<file path="src/rtl/lfsr_step_if.sv">
// lfsr_step_if: seed handshake and LFSR datapath bundle between host/datapath (master) and step controller (slave)
interface lfsr_step_if #(parameter int WIDTH = 16);
    logic             seed_valid;
    logic             seed_ready;
    logic [WIDTH-1:0] seed_data;
    logic [WIDTH-1:0] lfsr_q;
    logic             shift_en;
    logic             load_en;
    logic [WIDTH-1:0] load_data;
    modport master (output seed_valid, seed_data, lfsr_q, input seed_ready, shift_en, load_en, load_data);
    modport slave  (input seed_valid, seed_data, lfsr_q, output seed_ready, shift_en, load_en, load_data);
endinterface

</file>
<file path="src/rtl/lfsr_step_ctrl.sv">
// lfsr_step_ctrl: sequences seed loads and timed, counted or free-running shifts of an external LFSR
//   clk, rst_n          : clock, asynchronous active-low reset
//   start, stop         : begin a run (sampled in IDLE), abort a run (sampled in RUN)
//   step_count, div_max : shifts per run (0 = free-run), tick period minus 1; both captured at start
//   bus                 : seed handshake, LFSR state in, shift/load strobes and load value out
//   busy, done, lockup  : run/load activity, completion pulse, sticky all-zero-state flag
module lfsr_step_ctrl #(
    parameter int WIDTH    = 16,
    parameter int CNT_BITS = 16
) (
    input  logic                clk,
    input  logic                rst_n,
    input  logic                start,
    input  logic                stop,
    input  logic [CNT_BITS-1:0] step_count,
    input  logic [31:0]         div_max,
    lfsr_step_if.slave          bus,
    output logic                busy,
    output logic                done,
    output logic                lockup
);
    typedef enum logic [1:0] {IDLE, LOAD, RUN, DONE} state_t;
    state_t              state;
    logic [CNT_BITS-1:0] remaining;
    logic [31:0]         div_q;
    logic [31:0]         tick;
    logic                free;
    always_ff @(posedge clk or negedge rst_n) begin
        if (!rst_n) begin
            state          <= IDLE;
            bus.shift_en   <= 1'b0;
            bus.load_en    <= 1'b0;
            bus.load_data  <= '0;
            bus.seed_ready <= 1'b1;
            remaining      <= '0;
            div_q          <= '0;
            tick           <= '0;
            free           <= 1'b0;
            busy           <= 1'b0;
            done           <= 1'b0;
            lockup         <= 1'b0;
        end else begin
            bus.shift_en <= 1'b0;
            bus.load_en  <= 1'b0;
            done         <= 1'b0;
            case (state)
                IDLE: begin
                    if (bus.seed_valid) begin
                        state          <= LOAD;
                        bus.load_en    <= 1'b1;
                        // an all-zero seed would lock the LFSR, so substitute 1
                        bus.load_data  <= (bus.seed_data == '0) ? WIDTH'(1) : bus.seed_data;
                        busy           <= 1'b1;
                        bus.seed_ready <= 1'b0;
                    end else if (start) begin
                        state          <= RUN;
                        remaining      <= step_count;
                        div_q          <= div_max;
                        tick           <= '0;
                        free           <= (step_count == '0);
                        lockup         <= 1'b0;
                        busy           <= 1'b1;
                        bus.seed_ready <= 1'b0;
                    end
                end
                LOAD: begin
                    state          <= IDLE;
                    busy           <= 1'b0;
                    bus.seed_ready <= 1'b1;
                end
                RUN: begin
                    // priority: lockup recovery, then abort, then completion, then tick
                    if (bus.lfsr_q == '0) begin
                        state         <= LOAD;
                        lockup        <= 1'b1;
                        bus.load_en   <= 1'b1;
                        bus.load_data <= WIDTH'(1);
                    end else if (stop) begin
                        state          <= IDLE;
                        busy           <= 1'b0;
                        bus.seed_ready <= 1'b1;
                    end else if (!free && remaining == '0) begin
                        state <= DONE;
                        done  <= 1'b1;
                    end else if (tick == div_q) begin
                        tick         <= '0;
                        bus.shift_en <= 1'b1;
                        if (!free) remaining <= remaining - CNT_BITS'(1);
                    end else begin
                        tick <= tick + 32'd1;
                    end
                end
                DONE: begin
                    state          <= IDLE;
                    busy           <= 1'b0;
                    bus.seed_ready <= 1'b1;
                end
                default: state <= IDLE;
            endcase
        end
    end
endmodule

</file>
<file path="src/flat_wrapper.sv">
// flat-port wrapper written by rule: the top's interface ports become plain ports
module lfsr_step_ctrl_flat 
#(
    parameter int WIDTH    = 16,
    parameter int CNT_BITS = 16
)
  (clk, rst_n, start, stop, step_count, div_max, busy, done, lockup, bus_seed_valid, bus_seed_data, bus_lfsr_q, bus_seed_ready, bus_shift_en, bus_load_en, bus_load_data);
  lfsr_step_if #(.WIDTH(WIDTH)) bus_i ();
  input  logic clk;
  input  logic rst_n;
  input  logic start;
  input  logic stop;
  input  logic [CNT_BITS-1:0] step_count;
  input  logic [31:0] div_max;
  output logic busy;
  output logic done;
  output logic lockup;
  input wire logic [$bits(bus_i.seed_valid)-1:0] bus_seed_valid;
  input wire logic [$bits(bus_i.seed_data)-1:0] bus_seed_data;
  input wire logic [$bits(bus_i.lfsr_q)-1:0] bus_lfsr_q;
  output wire logic [$bits(bus_i.seed_ready)-1:0] bus_seed_ready;
  output wire logic [$bits(bus_i.shift_en)-1:0] bus_shift_en;
  output wire logic [$bits(bus_i.load_en)-1:0] bus_load_en;
  output wire logic [$bits(bus_i.load_data)-1:0] bus_load_data;
  assign bus_i.seed_valid = bus_seed_valid;
  assign bus_i.seed_data = bus_seed_data;
  assign bus_i.lfsr_q = bus_lfsr_q;
  assign bus_seed_ready = bus_i.seed_ready;
  assign bus_shift_en = bus_i.shift_en;
  assign bus_load_en = bus_i.load_en;
  assign bus_load_data = bus_i.load_data;
  lfsr_step_ctrl #(.WIDTH(WIDTH), .CNT_BITS(CNT_BITS)) u_core (.clk(clk), .rst_n(rst_n), .start(start), .stop(stop), .step_count(step_count), .div_max(div_max), .bus(bus_i), .busy(busy), .done(done), .lockup(lockup));
endmodule
</file>
<file path="config.mk">
export PLATFORM = sky130hd
export DESIGN_NAME = lfsr_step_ctrl_flat
export DESIGN_NICKNAME = d
export VERILOG_FILES = /design/src/rtl/lfsr_step_if.sv /design/src/rtl/lfsr_step_ctrl.sv /design/src/flat_wrapper.sv
export SDC_FILE = /design/constraint.sdc
export NUM_CORES = 1
export LEC_CHECK = 0
export CAP_MARGIN = 5
export CORE_UTILIZATION = 57
export CTS_BUF_LIST = sky130_fd_sc_hd__clkbuf_2
export CTS_CLUSTER_DIAMETER = 80
export CTS_CLUSTER_SIZE = 8
export DETAILED_ROUTE_END_ITERATION = 6
export DONT_BUFFER_PORTS = 1
export PLACE_DENSITY = 0.8
export SYNTH_ARGS = -nofsm -noshare
export SYNTH_HDL_FRONTEND = slang
export SYNTH_SLANG_ARGS = --single-unit
</file>
<file path="constraint.sdc">
create_clock -name clk -period 7.15 [get_ports clk]
set_input_delay 1.0725 -clock clk [delete_from_list [all_inputs] [get_ports clk]]
set_output_delay 1.0725 -clock clk [all_outputs]
set_load 0.01 [all_outputs]
</file>
After elaboration in Yosys (flattened, before gate mapping) --
Index checks and enable logic that the tools add are counted. Widths: inputs -> output; s select.
Storage, ports and cells: bits in registers 105, input port bits 85, output and inout bits 22, logic and storage cells 97
Operators by class: add/sub/neg operators 2, eq/ne operators 16, muxes and demuxes 50, bitwise gates (word level) 1, reduce and logical (&&, ||, !) cells 16
Operators with widths (count):
- $mux 32 | 6
- $mux 16 | 10
- $logic_not 16->1 | 4
- $pmux 16 s2 | 2
- $pmux 32 s2 | 1
- $add 32x1->32 const B | 1
- $eq 32x32->1 | 1
- $mux 1 | 21
- $ne 2x2->1 const B | 8
- $sub 16x1->16 const B | 1
- $mux 2 | 5
- $reduce_and 3->1 | 3
- $reduce_and 8->1 | 1
- $pmux 1 s3 | 2
- $pmux 2 s3 | 1
- $reduce_and 6->1 | 1
- $eq 2x2->1 const B | 2
- $ne 2x1->1 const B | 2
- $ne 4x2->1 const B | 1
- $pmux 1 s2 | 2
- $reduce_and 4->1 | 1
- $ne 3x3->1 const B | 1
- $eq 2x1->1 const B | 1
- $logic_not 2->1 | 1
- other kinds (6) | 6

Logic depth before layout (Yosys ltp) --
word-level depth 7, depth in mapped cells 12, depth with buffers taken out 8

Worst setup path before layout --
No wires, ideal clock.
path kind input to register, from input bus_lfsr_q[4], to register u_core.tick[23], setup time 134 ps, data arrival time 2767 ps, data required time 7016 ps, setup slack 4249 ps, stages 11, buffers on the path 3, cell sequence nor4_1 > nand4_1 > nor2_2 > nor2_8 > inv_2 > or4_1 > buf_2 > buf_2 > buf_2 > a22oi_1 > o41ai_1
Between the ends: cells in the longest elaborated chain, start to end 3
RTL lines:
- start: declaration | RTL line flat_wrapper.sv:20 | input wire logic [$bits(bus_i.lfsr_q)-1:0] bus_lfsr_q;
- $logic_not 16->1 | RTL line lfsr_step_ctrl.sv:73 | if (bus.lfsr_q == '0) begin
- $ne 2x2->1 (no line)
- $reduce_and 6->1 (no line)
- end signal: assignment | RTL line lfsr_step_ctrl.sv:90 | tick <= tick + 32'd1;
- end: declaration | RTL line lfsr_step_ctrl.sv:26 | logic [31:0] tick;
Every way passes these cells. A chain may end at the register's enable or synchronous reset.

Worst setup path after layout --
from register u_core.state[1], to register u_core.remaining[1]
Between the ends: cells in the longest elaborated chain, start to end 3, elaborated cells between the ends (all ways) 12, those cells by class eq/ne (8); mux (1); reduce/logical (3)
RTL lines:
- start: declaration | RTL line lfsr_step_ctrl.sv:23 | state_t state;
- start signal: assignment | RTL line lfsr_step_ctrl.sv:30 | state <= IDLE;
- start signal: assignment | RTL line lfsr_step_ctrl.sv:49 | state <= LOAD;
- start signal: assignment | RTL line lfsr_step_ctrl.sv:56 | state <= RUN;
- $eq 2x2->1 or $logic_not 2->1 (tied branches) | RTL line lfsr_step_ctrl.sv:46 | case (state)
- $ne 2x2->1 (no line), or another cell as far along
- $reduce_and 8->1 (no line)
- end signal: assignment | RTL line lfsr_step_ctrl.sv:57 | remaining <= step_count;
- end signal: assignment | RTL line lfsr_step_ctrl.sv:88 | if (!free) remaining <= remaining - CNT_BITS'(1);
- end: declaration | RTL line lfsr_step_ctrl.sv:24 | logic [CNT_BITS-1:0] remaining;
Several ways; a longest one is shown, not always the timed one.

==> impl_metrics.yaml <==
run_status:
  status: "completed"
final_layout:
  utilization_pct: 60.6
  layout.cells.non_filler: 691
  final_common_cell: "dfrtp_1"
  layout-drive-gt1-share_pct: 11.1
  fillers: 835
  area_growth_pct: 3.27
  mostFrequentLayoutCells: "dfrtp_1, nand2_1, xnor2_1, mux2_2, nand3_1"
  nNetsFinal: 642
  insertedDiodeCount: 0
routing:
  vias: 4512
  dr.pass1.iters: 5
  finalWirelength_mm: 13.1
  drc: 0
  wl_per_cell_microns: 19.0
  drt_iter0_drc: 288
  routed_via_density: 6.53
  drtAntennaViolNets: 0
sta:
  timing.fmax_mhz: 285
  slew_headroom_pct: 23.9
  rsz0062_at_grt: "false"
  fin_setup_tns_ps: 0
  setup_violations: 0
  min_period_over_period_pct: 49.2
  worst_slack_ps: 3640
  slew_violations: 0
  finalHoldViolations: 0
  fin_crit_ps: 3510
  clock_skew_ps: 47.6
  max_slew.worst_pin.slew_ps: 1140
clocking:
  cts.sinks: 105
  clockBufferDepth: 2
  postCtsSetupRepairBufs: 0
  clk_pin_slew_ps: 270
  cts_buffers: 9
  htree_levels: 3
  clock_latency_ps: 590
  cts_root_buf: "clkbuf_2"
  cts_hold_buffers: 0
  cts_tree: "yes"
  post_cts_resize_count: 0
logic_synthesis:
  synth_area_sq_um: 5710
  syn_avg_cell_area_sq_um: 9.95
  yosys_warnings: 0
  synth_edf_count: 0
  syn-num-nets: 662
  synth_top_flop_cell: "dfrtp_1"
  synth_cell_types: 59
  ys_seq_area_share_pct: 46.0
  synthCells: 574
  async_flop_share_pct: 100
  synth_seq_cells: 105
global_routing:
  grt_usage_pct: 26.0
  grt_pass1_vias: 4338
  grtUsageMet3_pct: 5.40
  grt-busiest-layer: "met2"
  antenna_found_initial: 0
  met2_usage_pct: 42.6
  grt_pass1_wl_mm: 20.9
  grtUsageMet1_pct: 33.9
  grt_max_degree: 106
  grt-ovfl-total: 0
floorplanning:
  start_util_pct: 58.7
  rows: 36
  design.die.area_sq_um: 10400
  die_h_microns: 102
  core_area_sq_um: 9730
  io_pins: 107
  die_w_microns: 102
worst_setup_path:
  path_max_fanout: 50
  required_ps: 7680
  worst_setup_path_end_kind: "flop"
  start_kind: "flop"
  cp.arrival_ps: 4040
  criticalPathCategory: "reg2reg"
power:
  max-vdd-ir-drop_uv: 202
  p_total_mw: 2.05
  cellPowerDensity_nw_per_um2: 347
  leakage_nw: 2.39
run:
  cap_viol_max_count: 0
placement:
  place.gp.congestion: 0.856
  dp_cells: 676
  port_buffers: 0
  post-dp-hpwl_mm: 9.24
  dp_worst_setup_slack_ps: 3500
worst_hold_path:
  hold_path.class: "in2async"
worst paths after layout:
path	slack, ps	to	cells after the start	from
max in group asynchronous	6790	u_core.bus.seed_ready$_DFFE_PN1P_	0	rst_n
min in group clk	560	u_core.div_q[25]$_DFFE_PN0P_	1	u_core.div_q[25]$_DFFE_PN0P_
worst max-delay path	3640	u_core.remaining[1]$_DFFE_PN0P_	7	u_core.state[1]$_DFFE_PN0P_
worst min-delay path	130	u_core.remaining[15]$_DFFE_PN0P_	0	rst_n
worst min register to register	560	u_core.div_q[25]$_DFFE_PN0P_	1	u_core.div_q[25]$_DFFE_PN0P_
worst max register to register	3640	u_core.remaining[1]$_DFFE_PN0P_	7	u_core.state[1]$_DFFE_PN0P_
state kept, by name, summed over array words and instances (netlist names):
name and count:
u_core.bus.load_data 16, u_core.bus.load_en 1, u_core.bus.seed_ready 1, u_core.bus.shift_en 1
u_core.busy 1, u_core.div_q 32, u_core.done 1, u_core.free 1
u_core.lockup 1, u_core.remaining 16, u_core.state 2, u_core.tick 32
area by class of cell:
type	instances	area (sq um)	area share [%]
tap	133	166	2.82
clock buffer	10	50.0	0.849
timing repair buffer	5	37.5	0.637
clock inverter	5	81.3	1.38
sequential	105	2630	44.6
multi-input combinational	420	2880	48.9
inverter	13	48.8	0.828
per-layer routing:
layer  vias to the layer above  routed length (microns)  share of wire, %
li1                       2094                        -                 -
met1                      2191                     5360                41
met4                         0                      307               2.3
met5                         -                        0                 0
met2                       202                     6330                48
met3                        25                     1140               8.6
synthesized netlist by cell type, types with 3 or more instances:
cell       number  area, sq um
and3_1          9         56.3
nor3_1         18         90.1
a2bb2oi_1       8         70.1
a21oi_1        16         80.1
mux2_2         32          360
and2_1          5         31.3
o21a_1         19          143
nand2_1        59          221
o21ai_0        19         95.1
nand3_1        29          145
inv_1          12         45.0
xnor2_1        32          280
nor2_1         24         90.1
o41ai_1        13          114
a211oi_1        3         22.5
nor4_1         14         87.6
a22o_1         15          131
buf_2           9         45.0
a22oi_1        13         97.6
buf_1           3         11.3
a21o_1         13         97.6
nor2b_1         4         25.0
dfrtp_1       104         2600
o31ai_1         4         30.0
a31oi_1         4         25.0
mux2i_1         4         40.0
o22ai_1         5         31.3
o31a_1          3         26.3
and4_1          4         35.0
clkbuf_1       21         78.8
ha_1            3         37.5
nand4_1        20          125
report_power, final:
group	switching (mW)	internal, mW	leakage (nW)	total [mW]
logic	0.388	0.353	0.976	0.742
registers	0.212	0.788	1.33	1.00
clock network	0.191	0.115	0.0796	0.306
worst max-delay path, cell delays in order, from the launching register on:
cell     delay [ps]
dfrtp_1         920
nor3b_2         350
nor2_8          320
inv_2            70
or4_1           510
buf_4           310
nor3b_4         680
mux2i_1         280
cells by family (layout without fill, tap and decap cells):
family	count (synthesis)	count (layout)	synth area share [%]
flops	105	105	46.0
simple gates	203	203	18.9
buf+inv	49	33	3.75
compound gates	146	146	18.7
fa+ha+maj	3	3	0.658
xor+xnor	32	32	4.91
mux	36	36	7.01
stage by stage:
step	hold slack, ps	cell area (sq um)
after floorplan	482	5710
after global placement	504	5760
after detailed placement	514	5760
after CTS	85.5	5900
after global routing	57.7	5900
final	129	5900
No activity file was read; power rests on OpenSTA's default activity.
